File: src/rtl/mips_pkg.sv
// mips_pkg: shared widths, constants and next-PC select encoding for the MIPS fetch stage
package mips_pkg;
   localparam int INSTR_W = 32;
   localparam int ADDR_W = 32;
   localparam logic [INSTR_W-1:0] NOP_INSTR = 32'h0000_0000;
   localparam logic [ADDR_W-1:0] PC_INC = 32'd4;
   typedef enum logic [1:0] {SEL_SEQ, SEL_HOLD, SEL_BRANCH, SEL_JUMP} pc_sel_e;
endpackage

File: src/rtl/fetch_target_gen.sv
// fetch_target_gen: branch/jump target formation and next-PC priority select
module fetch_target_gen
   import mips_pkg::*;
(
   input  logic [ADDR_W-1:0] pc_i,
   input  logic [ADDR_W-1:0] pc_plus4_i,
   input  logic              valid_i,
   input  logic              stall_i,
   input  logic              branch_taken_i,
   input  logic [15:0]       branch_offset_i,
   input  logic              jump_i,
   input  logic [25:0]       jump_index_i,
   output pc_sel_e           sel_o,
   output logic [ADDR_W-1:0] next_pc_o
);
   logic [ADDR_W-1:0] branch_target;
   logic [ADDR_W-1:0] jump_target;
   logic [ADDR_W-1:0] seq_pc;
   // a bubble in IF/ID carries no ID decision, so stall and redirects only count when valid
   always_comb begin
      branch_target = (pc_plus4_i + {{14{branch_offset_i[15]}}, branch_offset_i, 2'b00}) & ~32'd3;
      jump_target = {pc_plus4_i[31:28], jump_index_i, 2'b00};
      seq_pc = (pc_i + PC_INC) & ~32'd3;
      sel_o = !valid_i ? SEL_SEQ : stall_i ? SEL_HOLD : branch_taken_i ? SEL_BRANCH : jump_i ? SEL_JUMP : SEL_SEQ;
      next_pc_o = sel_o == SEL_HOLD ? pc_i : sel_o == SEL_BRANCH ? branch_target : sel_o == SEL_JUMP ? jump_target : seq_pc;
   end
endmodule

File: src/rtl/instruction_fetch_unit.sv
// instruction_fetch_unit: PC and IF/ID register with stall, branch/jump redirect and fetch count
module instruction_fetch_unit
   import mips_pkg::*;
#(
   parameter logic [ADDR_W-1:0] RESET_PC = 32'h0000_0000,
   parameter int FETCH_CNT_W = 16
) (
   input  logic                   clk,
   input  logic                   rst,
   input  logic                   stall,
   input  logic                   id_branch_taken,
   input  logic [15:0]            id_branch_offset,
   input  logic                   id_jump,
   input  logic [25:0]            id_jump_index,
   output logic [ADDR_W-1:0]      imem_addr,
   input  logic [INSTR_W-1:0]     imem_instr,
   output logic [ADDR_W-1:0]      pc,
   output logic [INSTR_W-1:0]     if_id_instr,
   output logic [ADDR_W-1:0]      if_id_pc_plus4,
   output logic                   if_id_valid,
   output logic [FETCH_CNT_W-1:0] fetch_count
);
   localparam logic [ADDR_W-1:0] RESET_PC_A = RESET_PC & ~32'd3;
   pc_sel_e sel;
   logic [ADDR_W-1:0] next_pc;
   logic [ADDR_W-1:0] pc_q, pc_d;
   logic [INSTR_W-1:0] instr_q, instr_d;
   logic [ADDR_W-1:0] pp4_q, pp4_d;
   logic valid_q, valid_d;
   logic [FETCH_CNT_W-1:0] cnt_q, cnt_d;
   fetch_target_gen u_tgt (
      .pc_i(pc_q),
      .pc_plus4_i(pp4_q),
      .valid_i(valid_q),
      .stall_i(stall),
      .branch_taken_i(id_branch_taken),
      .branch_offset_i(id_branch_offset),
      .jump_i(id_jump),
      .jump_index_i(id_jump_index),
      .sel_o(sel),
      .next_pc_o(next_pc)
   );
   // sequential fetch loads IF/ID, stall holds it, a redirect flushes it to a nop bubble
   always_comb begin
      pc_d = next_pc;
      instr_d = sel == SEL_SEQ ? imem_instr : sel == SEL_HOLD ? instr_q : NOP_INSTR;
      pp4_d = sel == SEL_SEQ ? next_pc : sel == SEL_HOLD ? pp4_q : '0;
      valid_d = sel == SEL_SEQ ? 1'b1 : sel == SEL_HOLD ? valid_q : 1'b0;
      cnt_d = (sel == SEL_SEQ && !(&cnt_q)) ? cnt_q + FETCH_CNT_W'(1) : cnt_q;
   end
   // PC and IF/ID state; reset dominates stall and redirects on the same edge
   always_ff @(posedge clk) begin
      if (rst) begin
         pc_q <= RESET_PC_A;
         instr_q <= NOP_INSTR;
         pp4_q <= '0;
         valid_q <= 1'b0;
         cnt_q <= '0;
      end else begin
         pc_q <= pc_d;
         instr_q <= instr_d;
         pp4_q <= pp4_d;
         valid_q <= valid_d;
         cnt_q <= cnt_d;
      end
   end
   assign imem_addr = pc_q;
   assign pc = pc_q;
   assign if_id_instr = instr_q;
   assign if_id_pc_plus4 = pp4_q;
   assign if_id_valid = valid_q;
   assign fetch_count = cnt_q;
endmodule

File: config.mk
export PLATFORM = sky130hd
export DESIGN_NAME = instruction_fetch_unit
export DESIGN_NICKNAME = d
export VERILOG_FILES = /design/src/rtl/mips_pkg.sv /design/src/rtl/fetch_target_gen.sv /design/src/rtl/instruction_fetch_unit.sv
export SDC_FILE = /design/constraint.sdc
export NUM_CORES = 1
export LEC_CHECK = 0
export CAP_MARGIN = 30
export CORE_MARGIN = 1
export CORE_UTILIZATION = 64
export DETAILED_ROUTE_END_ITERATION = 10
export DONT_BUFFER_PORTS = 1
export HOLD_SLACK_MARGIN = 0.05
export PLACE_DENSITY = 0.8
export SETUP_SLACK_MARGIN = 0.02
export SLEW_MARGIN = 20
export SYNTH_ARGS = -nofsm -noshare
export SYNTH_HDL_FRONTEND = slang
export SYNTH_SLANG_ARGS = --single-unit
File: constraint.sdc
create_clock -name clk -period 3.3 [get_ports clk]
set_input_delay 0.495 -clock clk [delete_from_list [all_inputs] [get_ports clk]]
set_output_delay 0.495 -clock clk [all_outputs]
set_load 0.02 [all_outputs]
==> results of run 1 <==
cell usage in the layout, fill, tap and decap left out, types with 3 or more instances in the layout:
cell / instances
a31oi_1: 7
o31ai_1: 5
and4_1: 5
clkinvlp_4: 3
nor3_1: 17
a22oi_1: 46
nand3_1: 26
o21a_1: 5
nor2_1: 113
clkinv_4: 3
a211oi_1: 14
bufinv_16: 4
a21oi_1: 69
nand4_1: 19
ha_1: 31
o21bai_1: 7
and2_1: 10
nor2b_1: 4
a2111oi_0: 3
a21o_1: 6
xnor2_1: 34
and3_1: 12
buf_4: 42
o21ai_0: 61
a211o_1: 4
or3_1: 4
o211ai_1: 10
clkbuf_16: 16
a22o_1: 7
a311oi_1: 3
mux2i_1: 4
inv_1: 9
xor2_1: 25
nand2_1: 89
dfxtp_1: 113
power by group:
group          internal, mW  leakage (nW)  switching (mW)  total [mW]
Clock                  1.25         0.292           0.682        1.93
Combinational         0.260          1.84           0.484       0.744
Sequential             1.44         0.925           0.143        1.59
flip-flops by register name, indices dropped and copies added (netlist names):
name            flops
imem_addr          32
if_id_valid         1
fetch_count        16
if_id_pc_plus4     32
if_id_instr        32
cells by family after synthesis:
| group | Yosys count | synth area share [%] |
|---|---|---|
| AO/OA/AOI/OAI | 268 | 25.0 |
| XOR/XNOR | 59 | 7.42 |
| adder cells (fa/ha/maj) | 32 | 5.86 |
| buffers and inverters | 91 | 6.79 |
| flip-flops | 113 | 32.5 |
| multiplexers | 6 | 0.898 |
| AND/OR/NAND/NOR | 316 | 21.6 |
per-layer routing:
| metal | up-vias | GRT usage, % | part of all wire, % |
|---|---|---|---|
| met1 | 3225 | 45.2 | 39 |
| met5 | - | 0 | 0 |
| met3 | 90 | 12.1 | 11 |
| li1 | 3131 | - | - |
| met4 | 0 | 18.8 | 3.8 |
| met2 | 484 | 62.6 | 46 |
path summary, 6_finish.rpt:
check / slack (ns) / end / cells after the start / startpoint
worst min register to register: 0.58 / if_id_pc_plus4[1] / 1 / if_id_pc_plus4[1]
worst min-delay path: 0.12 / if_id_instr[17] / 2 / imem_instr[17]
worst max-delay path: 0.25 / imem_addr[30] / 10 / if_id_pc_plus4[2]
worst max register to register: 0.25 / imem_addr[30] / 10 / if_id_pc_plus4[2]
what timing repair did:
action	4_1_cts	5_1_grt
gates resized for setup	0	1
endpoints found under the hold margin	88	1
hold buffers	2	1
buffers inserted	0	0
setup endpoints to repair	0	1
per-stage QoR:
stage               instances  power, mW
floorplan                 885       2.16
global placement          981       2.28
detailed placement        981       2.30
CTS                      1015       4.24
global route             1016       4.40
finish                   1016       4.26
final cells by class:
class	instances	share of cell area (%)
multi-input combinational	681	55.2
tap	136	2.21
timing repair buffer	45	4.71
clock inverter	12	2.37
inverter	9	0.439
sequential	113	29.4
clock buffer	20	5.66
synth_stat cells, types with 5 or more instances:
cell type / count
o31ai_1: 5
a31oi_1: 8
and3_1: 12
a21oi_1: 69
a211oi_1: 14
o21bai_1: 7
dfxtp_1: 113
and4_1: 5
xnor2_1: 34
buf_1: 10
a21o_1: 6
o21ai_0: 62
o21a_1: 5
nand2_1: 89
xor2_1: 25
nor3_1: 17
a22o_1: 7
inv_1: 9
buf_4: 32
nand4_1: 19
nand3_1: 26
ha_1: 31
clkbuf_1: 36
and2_1: 11
a22oi_1: 46
o211ai_1: 10
nor2_1: 113
==> results, run 1 <==
- The maximum resistive drop on vdd is roughly 410 uV.
- In this run the remaining antenna-violating nets after routing total 0.
- The number of enable flip-flop cells after synthesis is 0.
- The number of antenna repair diodes is 0.
- The total global-route track usage is 38.3%.
- The post-synth net total is between 900 and 1000.
- The post-synthesis instance area is 6960 sq um.
- The worst setup timing slack at the placement stage is 0.0785 ns.
- Setup repair after global routing left no endpoint under its margin.
- The required time of the worst setup path is 3.74 ns.
- The pin count of the biggest net entering global routing is between 80 and 90.
- The number of DRC markers in iteration 0 is between 600 and 700.
- Max-cap violations in this run came to 0.
- The cell sitting at the root of the clock tree is a clkbuf_8.
- The area of all sequential standard cells is 2260 sq um.
- The maximum clock insertion buffer count is 2.
- In the post-synthesis netlist, the biggest area contributors are dfxtp_1, nor2_1, ha_1.
- The post-route clock skew is 0.00999 ns.
- Traced cell by cell, the critical path runs through ha_1 > fa_1 > a211oi_1 > o21bai_1 > a31oi_2 > o21ai_0 > o22ai_2 > and3_1 > o21ai_0 > a311oi_1.
- The data arrival time of the critical path is about 3.5 ns.
- The gate count after technology mapping is 885.
- The H-tree was split into 4 levels.
- The top cell family by delay on the critical path is compound AO/OA/AOI/OAI gates.
- The via count of the first global-routing pass is roughly 6500.
- Summing all placed instances gives a cell area of 7020 sq um.
- The congestion estimate from routability-driven global placement came to 1.01.
- The period utilization is 92.5%.
- The routed layout has around 6900 vias.
- The horizontal die dimension is 106 microns.
- The filler cells instantiated in the layout total 800.
- The first-pass detailed-route iteration total is 6.
- Compared with the post-synthesis result, the final layout area differs by 10.5%.
- The global-route congestion overflow total is 0.
- The post-route core utilization is approximately three quarters.
- The routed via count divided by cell count is ~7.
- In the final timing run, aggregate negative setup slack is 0 ns.
- Clock-pin slew was measured on the worst setup and hold paths at 0.06 ns.
- The share of final-layout standard cells stronger than drive strength 1 is 10.6%.
- The placement row count is 37.
- STA classifies the critical path startpoint as a flip-flop.
- The TritonCTS clock tree is yes.
- The Yosys step of the flow raised 0 warnings.
- The number of pins exceeding their max-slew limit in the final report was 0.
- The fraction of the yosys area taken by sequential cells is roughly a third.
- The number of hold-slack violations in the final timing report is 0.
- The most prevalent standard cell on the critical path is o21ai_0.
- After routing the design area is 7700 sq um.
- The number of antenna violations at the first check in global routing came to 0.
- At the pin with the least slew margin, the transition time is 0.851 ns.
- The clock latency at the later pin of the worst-skew pair is 0.54 ns.
- The initial core utilization is 66.9%.
- The most used flip-flop cell after synthesis is dfxtp_1.
- The core box area is 10400 sq um.
- The total power per unit cell area is 554 nW/um^2.
- Counting distinct cell types in the post-synthesis netlist gives 65.
- Timing would allow up to between 0.3 and 0.4 GHz.
- The die area is ~11000 sq um.
- The worst stage delay on the critical path is 0.47 ns.
- The standby leakage power is approximately 3 nW.
- The cell with the largest stage delay on the worst path is fa_1.
- The number of synthesized register bits is 113.
- Of all flip-flops after synthesis, the portion carrying an async set or reset was 0%.
- The post-DP HPWL is 14.9 mm.
- At the end of the flow, the number of nets in the layout was 978.
- Setup violations remaining at the end of the flow were counted as 0.
- In this run the worst hold path is classified as in -> reg.
- The number of buffer and inverter instances along the worst setup path is 0.
- Along the worst path, the maximum fanout reaches 5.
- The average wire per cell in the routed design is about 21 microns.
- Pin placement for this block handled 224 I/O pins.
- In the routed design, unresolved DRC markers number 0.
- The smallest hold slack is 0.124 ns.
- The cell taking the most area after synthesis is dfxtp_1.
- Counting every sink on the clock net gives 113.
- The share of the synthesized area in the top cell type is 32.5%.
- The critical path is of the reg -> reg type.
- STA classifies the critical path endpoint as a flip-flop.
- The height of the die is 106 microns.
- The worst path setup slack after routing is 0.246 ns.
- The total clock buffers created by CTS is 17.
- For the finished layout, the period the worst path requires is 3.05 ns.
- The flow ran to the end, and the final reports show no timing, DRC or antenna violations.
- The first-pass GRT wire length is about 33 mm.
- In the final layout, the multi-input gates occupy 4250 sq um.
- In this run the tightest slew margin relative to its limit is a little over two fifths.
- After detailed routing, the total wire length is 21.8 mm.
- The total of buffers placed on input and output ports is 0.
- The average instance in the mapped netlist occupies 7.87 sq um.
(Power assumes the default switching activity.)
==> inputs of run 2 (changes only) <==
- CTS_CLUSTER_SIZE: not set -> 25
- REMOVE_ABC_BUFFERS: not set -> 1
==> run 2 against run 1 <==
Clock skew fell by 0.00089 ns; fmax fell by 3.4%; global-route usage rose by 1.5 points; count of clock-buffer cells in the layout fell by 1; sequential power barely moved; critical path depth rose by 1; combinational power rose by 2%; total power fell by 0.48%; final area fell by 0.59%; critical path type unchanged; largest power group unchanged; highest routed layer unchanged.
==> results, run 2 (synthesis results as in run 1) <==
- The flow ran to the end, and the final reports show no timing, DRC or antenna violations.
- The die area was 11300 sq um (unchanged).
- In the layout the commonest cells are nor2_1, dfxtp_1, nand2_1.
- The total global-route track usage is 39.7% (+1.5 points).
- The first-pass GRT wire length is 34.3 mm (+2.4%).
- By startpoint and endpoint, the worst setup path is classified as reg -> reg.
- TritonCTS built the clock tree.
- The post-route clock skew is 0.00910 ns (-0.000890 ns).
- The global-route congestion overflow total came to 0 (unchanged).
- The period utilization is 95.8% (+3.3 points).
- The total power per unit cell area came to 554 nW/um^2 (+0.10%).
- In this run the worst hold path is classified as in -> reg.
- The critical-path maximum fanout is 4 (-1).
- The initial core utilization came to 66.9% (unchanged).
- The area growth from synthesis to layout is 9.86%.
- The number of gates resized after cts is 0 (unchanged).
- The number of fill cells in the layout is 797 (-0.38%).
- The number of hold-slack violations in the final timing report is 0 (unchanged).
- The post-CTS setup-driven buffer insertion count was 0 (unchanged).
- The count of endpoints failing setup in the final report was 0 (unchanged).
- The post-DP HPWL came to 15.7 mm (+5.3%).
- The total wire length after detailed routing is 22.4 mm (+2.9%).
- The count of H-tree levels built during CTS came to 4 (unchanged).
- The worst-case reg-to-reg path depth is 11 (+1).
- The final layout net count came to 974 (-0.41%).
- The endpoint identified for the worst register-to-register timing path is imem_addr[16].
- The startpoint identified for the worst register-to-register timing path is if_id_pc_plus4[2].
- The standby leakage power is 3.03 nW (-0.74%).
- The horizontal die dimension is 106 microns (unchanged).
- The final period demand of the worst path is 3.16 ns (+0.109 ns).
- The average wire per cell in the routed design was 22.1 microns (+3.3%).
- The sum of internal, switching and leakage power is 4.24 mW (-0.48%).
- The endpoint kind of the worst setup timing path is a flip-flop.
- The antenna violation net count after detailed routing is 0 (unchanged).
- The data arrival time of the critical path came to 3.61 ns (+0.12 ns).
- The first-pass detailed-route iteration total is 5 (-1).
- The pin count of the biggest net entering global routing is 73 (-18%).
- The via count of the first global-routing pass is 6427 (-1.6%).
- The cell chosen for the clock root is clkbuf_8.
- The sum of negative setup slack is 0 ns (unchanged).
- The final weighted congestion of routability-driven global placement came to 0.982 (-2.8%).
- The clock transition at the register clock pins on the worst setup and hold paths after CTS came to 0.06 ns (about the same).
- The required time of the worst setup path is 3.75 ns (about the same).
- The share of final-layout standard cells stronger than drive strength 1 is 10.2% (-0.41 points).
- The final cell count without fillers is 1012 (-0.39%).
- The number of maximum-capacitance violations is 0 (unchanged).
- The startpoint kind of the worst setup timing path is a flip-flop.
- The internal reg-to-reg setup slack came to 0.14 ns (-0.11 ns).
- The number of pins exceeding their max-slew limit in the final report is 0 (unchanged).
- The worst slew margin relative to its limit is 39.0% (-4.3 points).
- The placement row count came to 37 (unchanged).
- The number of DRC markers in iteration 0 is 810 (+20%).
- The number of antenna repair diodes is 0 (unchanged).
- The maximum resistive drop on vdd is 475 uV (+16%).
- The total instance count after detailed placement is 977 (-0.41%).
- The count of clock tree sinks was 113 (unchanged).
- In this run the most critical hold path is launched from rst.
- The total of buffers placed on input and output ports was 0 (unchanged).
- The height of the die is 106 microns (unchanged).
- The via total after detailed routing was 6833 (-1.4%).
- The I/O pin total is 224 (unchanged).
- The highest achievable clock rate was 0.316 GHz (-3.4%).
- The core box area is 10400 sq um (unchanged).
- The DRC violation count after routing was 0 (unchanged).
- The maximum clock insertion buffer count is 2 (unchanged).
- The routed via count divided by cell count is 6.75 (-1.0%).
- The cell depth of the worst hold path is 1 (-1).
- Setup repair after global routing left no endpoint under its margin.
- The worst-case hold path end point is imem_addr[20].
- The clock latency at the later pin of the worst-skew pair is 0.52 ns (-0.02 ns).
- The number of antenna violations at the first check in global routing is 0 (unchanged).
- The count of hold-fix buffers inserted at cts is 3 (+1).
- The actual slew at the worst max-slew pin was 0.911 ns (+0.0607 ns).
- The total clock buffers created by CTS is 17 (unchanged).
run 2: how the worst max path moves through the flow:
stage                              from         endpoint  slack [ns]  depth (start not counted)
floorplan                       id_jump  fetch_count[11]       -0.37                          6
global placement    id_branch_offset[0]    imem_addr[30]        0.29                         11
detailed placement  id_branch_offset[0]    imem_addr[16]        0.17                         11
global route          if_id_pc_plus4[2]    imem_addr[16]        0.07                         11
finish                if_id_pc_plus4[2]    imem_addr[16]        0.14                         11
CTS                   if_id_pc_plus4[2]    imem_addr[16]        0.20                         11
run 2: stage by stage:
step           setup WS, ns  instance area [sq um]  util (%)  hold WS (ns)
2_1_floorplan        -0.369                   6530         -         0.536
3_3_place_gp          0.290                   6990      67.1         0.548
3_5_place_dp          0.168                   6990      67.1         0.550
4_1_cts               0.205                   7650      73.5        0.0521
5_1_grt              0.0726                   7650      73.5        0.0505
6_report              0.137                   7650      73.5        0.0706
run 2: power by group:
part	switching, mW	total, mW	leakage [nW]	internal (mW)
sequential	0.142	1.59	0.925	1.44
clock	0.709	1.90	0.292	1.19
combinational	0.503	0.760	1.82	0.257
run 2: layout make-up:
class	instances	area, sq um	share of cell area [%]
clock buffers	19	432	5.64
clock inverters	13	178	2.32
inverters	9	33.8	0.442
multi-input cells	681	4240	55.5
flip-flops and latches	113	2260	29.6
well taps	136	170	2.22
repair buffers	41	333	4.35
run 2: critical path, stage by stage, from the launching register on:
cell and delay, ns:
dfxtp_1 0.39, ha_1 0.26, fa_1 0.43, a211oi_1 0.28, buf_4 0.17, o21bai_1 0.09
a31oi_1 0.44, nor2b_1 0.28, o21ai_0 0.14, xnor2_1 0.15, a211o_1 0.30, a21oi_1 0.14
run 2: metal layers:
layer	vias to the layer above	global-route usage, %	wire length, microns
met5	-	0	0
met4	0	16.3	826
met3	75	12.1	2480
met2	468	62.8	10000
met1	3161	50.2	9040
li1	3129	-	-
==> inputs of run 3 (changes only) <==
==> constraint.sdc (replaced) <==
create_clock -name clk -period 3.3 [get_ports clk]
set_input_delay 0.33 -clock clk [delete_from_list [all_inputs] [get_ports clk]]
set_output_delay 0.33 -clock clk [all_outputs]
set_load 0.02 [all_outputs]
==> run 3 against run 2 <==
Hold slack worse by 0.0064 ns; clock skew up 0.00051 ns; worst setup slack better by 0.090 ns; fmax up 2.9%; routed wire length up 8.7%.
==> results, run 3 (synthesis results as in run 1) <==
- The number of antenna repair diodes came to 0 (unchanged).
- The finished layout cell area is 8040 sq um (+5.1%).
- The number of maximum-capacitance violations is 0 (unchanged).
- The average wire per cell in the routed design is 23.3 microns (+5.4%).
- The net switching fraction of the power is 30.6% (-1.3 points).
- The required time of the worst setup path is 3.73 ns (-0.02 ns).
- The proportion of power drawn by flip-flops and latches was 35.4% (-2.0 points).
- Setup repair after global routing left no endpoint under its margin.
- The worst-case reg-to-reg path depth is 10 (-1).
- In this run the most critical hold path is launched from id_jump_index[19].
- The reg-to-reg endpoint is imem_addr[30].
- The pin count of the biggest net entering global routing is 96 (+32%).
- The height of the die was 106 microns (unchanged).
- The count of H-tree levels built during CTS is 4 (unchanged).
- The internal reg-to-reg setup slack is 0.23 ns (+0.09 ns).
- The tree is rooted in a clkbuf_8.
- The maximum resistive drop on vdd is 484 uV (+2.1%).
- The antenna violation net count after detailed routing came to 0 (unchanged).
- The data arrival time of the critical path is 3.50 ns (-0.11 ns).
- The total wire length after detailed routing is 24.3 mm (+8.7%).
- The post-DP HPWL is 15.4 mm (-1.6%).
- The share of final-layout standard cells stronger than drive strength 1 is 9.80% (-0.36 points).
- The first-pass GRT wire length is 37.5 mm (+9.3%).
- The via count of the first global-routing pass is 6946 (+8.1%).
- The actual slew at the worst max-slew pin is 0.827 ns (-0.0844 ns).
- The standby leakage power is 3.20 nW (+5.3%).
- The final layout net count is 1006 (+3.3%).
- The smallest hold slack is 0.0641 ns (-0.00644 ns).
- The post-route clock skew is 0.00961 ns (+0.000509 ns).
- The total power per unit cell area is 559 nW/um^2 (+0.75%).
- The internal power is 3.12 mW (+7.9%).
- The via total after detailed routing is 7229 (+5.8%).
- The period utilization was 93.1% (-2.7 points).
- The endpoint kind of the worst setup timing path is a flip-flop.
- The final weighted congestion of routability-driven global placement is 0.990 (+0.88%).
- STA classifies the critical path startpoint as a flip-flop.
- The cell depth of the worst hold path was 2 (+1).
- The net switching power is 1.37 mW (+1.4%).
- The sum of negative setup slack came to 0 ns (unchanged).
- The startpoint identified for the worst register-to-register timing path is if_id_pc_plus4[2].
- The critical path class is reg -> reg.
- The number of antenna violations at the first check in global routing came to 1 (+1).
- The highest achievable clock rate is 0.325 GHz (+2.9%).
- The total global-route track usage is 43.2% (+3.5 points).
- The clock latency at the later pin of the worst-skew pair is 0.53 ns (about the same).
- The total placed instance area was 6980 sq um (-0.21%).
- The final cell count without fillers is 1044 (+3.2%).
- Compared with the post-synthesis result, the final layout area differs by 15.5%.
- The routed length on met1 is 9.23 mm (+2.1%).
- The number of hold-slack violations in the final timing report is 0 (unchanged).
- The number of pins exceeding their max-slew limit in the final report is 0 (unchanged).
- The I/O pin total came to 224 (unchanged).
- The part of the total power dissipated in combinational logic was 18.0% (about the same).
- TritonCTS built the clock tree.
- The worst slew margin relative to its limit is 44.7% (+5.6 points).
- The horizontal die dimension is 106 microns (unchanged).
- The first-pass detailed-route iteration total was 6 (+1).
- The path with the worst hold slack has its endpoint at imem_addr[21].
- The share of total power in the clock network was 46.6% (+1.9 points).
- In this run the worst hold path is classified as in -> reg.
- The critical-path maximum fanout is 5 (+1).
- The total clock buffers created by CTS came to 17 (unchanged).
- The final period demand of the worst path is 3.07 ns (-0.0899 ns).
- The total of buffers placed on input and output ports is 0 (unchanged).
- The count of endpoints failing setup in the final report is 0 (unchanged).
- The core box area was 10400 sq um (unchanged).
- The routed via count divided by cell count came to 6.92 (+2.6%).
- The count of clock tree sinks is 113 (unchanged).
- The clock transition at the register clock pins on the worst setup and hold paths after CTS is 0.06 ns (about the same).
- The number of DRC markers in iteration 0 was 789 (-2.6%).
- The maximum clock insertion buffer count is 2 (unchanged).
- The total instance count after detailed placement is 975 (-0.20%).
- The met2 routed wirelength is 11.0 mm (+9.7%).
- In this run the top signal layer used is met5.
- The sum of internal, switching and leakage power is 4.49 mW (+5.9%).
- The flow ran to the end, and the final reports show no timing, DRC or antenna violations.
- The placement row count is 37 (unchanged).
- The detailed route wirelength on metal3 was 2.88 mm (+16%).
- The initial core utilization is 66.9% (unchanged).
- The DRC violation count after routing is 0 (unchanged).
- The origin of the worst setup path is if_id_pc_plus4[2].
- In the layout the commonest cells are nor2_1, dfxtp_1, nand2_1.
- The die area is 11300 sq um (unchanged).
- The global-route congestion overflow total is 0 (unchanged).
## run 3: how the worst max path moves through the flow
| stage | to | slack [ns] |
|---|---|---|
| 2_1_floorplan | fetch_count[11] | -0.20 |
| 3_3_place_gp | imem_addr[30] | 0.30 |
| 3_5_place_dp | imem_addr[30] | 0.21 |
| 4_1_cts | imem_addr[30] | 0.21 |
| 5_1_grt | imem_addr[23] | 0.14 |
| 6_report | imem_addr[30] | 0.23 |
## run 3: per-layer routing
layer / track usage [%] / vias to the layer above
li1: - / 3197
met1: 52.9 / 3370
met2: 66.9 / 553
met3: 14.2 / 107
met4: 23.7 / 2
met5: 0 / -
## run 3: stage by stage
stage | utilization, % | worst slack, ns
2_1_floorplan | - | -0.204
3_3_place_gp | 67.0 | 0.304
3_5_place_dp | 67.0 | 0.211
4_1_cts | 77.1 | 0.211
5_1_grt | 77.2 | 0.136
6_report | 77.2 | 0.227
## run 3: power by group through the flow
stage / clock [mW] / combinational (mW) / sequential, mW
floorplan: 0 / 0.424 / 1.68
global placement: 0 / 0.689 / 1.61
detailed placement: 0 / 0.701 / 1.61
CTS: 2.08 / 0.764 / 1.59
global route: 2.16 / 0.860 / 1.60
finish: 2.09 / 0.809 / 1.59
## run 3: cell type report
class | count | area [sq um]
Timing Repair Buffer | 73 | 658
Clock buffer | 21 | 469
Multi-Input combinational cell | 681 | 4250
Sequential cell | 113 | 2260
Tap cell | 136 | 170
Fill cell | 702 | 2380
Clock inverter | 11 | 199
Inverter | 9 | 33.8
## run 3: worst max-delay path, cell delays in order, from the launching register on
cell	delay, ns
dfxtp_1	0.39
ha_1	0.25
fa_1	0.45
a211oi_2	0.36
o21bai_1	0.16
a31oi_1	0.37
o21ai_0	0.19
o22ai_2	0.23
and3_1	0.20
o21ai_0	0.09
a311oi_1	0.28
## run 3: what timing repair did
| item | CTS | global route |
|---|---|---|
| endpoints found under the hold margin | 95 | 0 |
| resized for setup | 0 | 1 |
| hold buffers | 37 | 0 |
| buffers inserted | 0 | 0 |
| setup endpoints to repair | 0 | 2 |
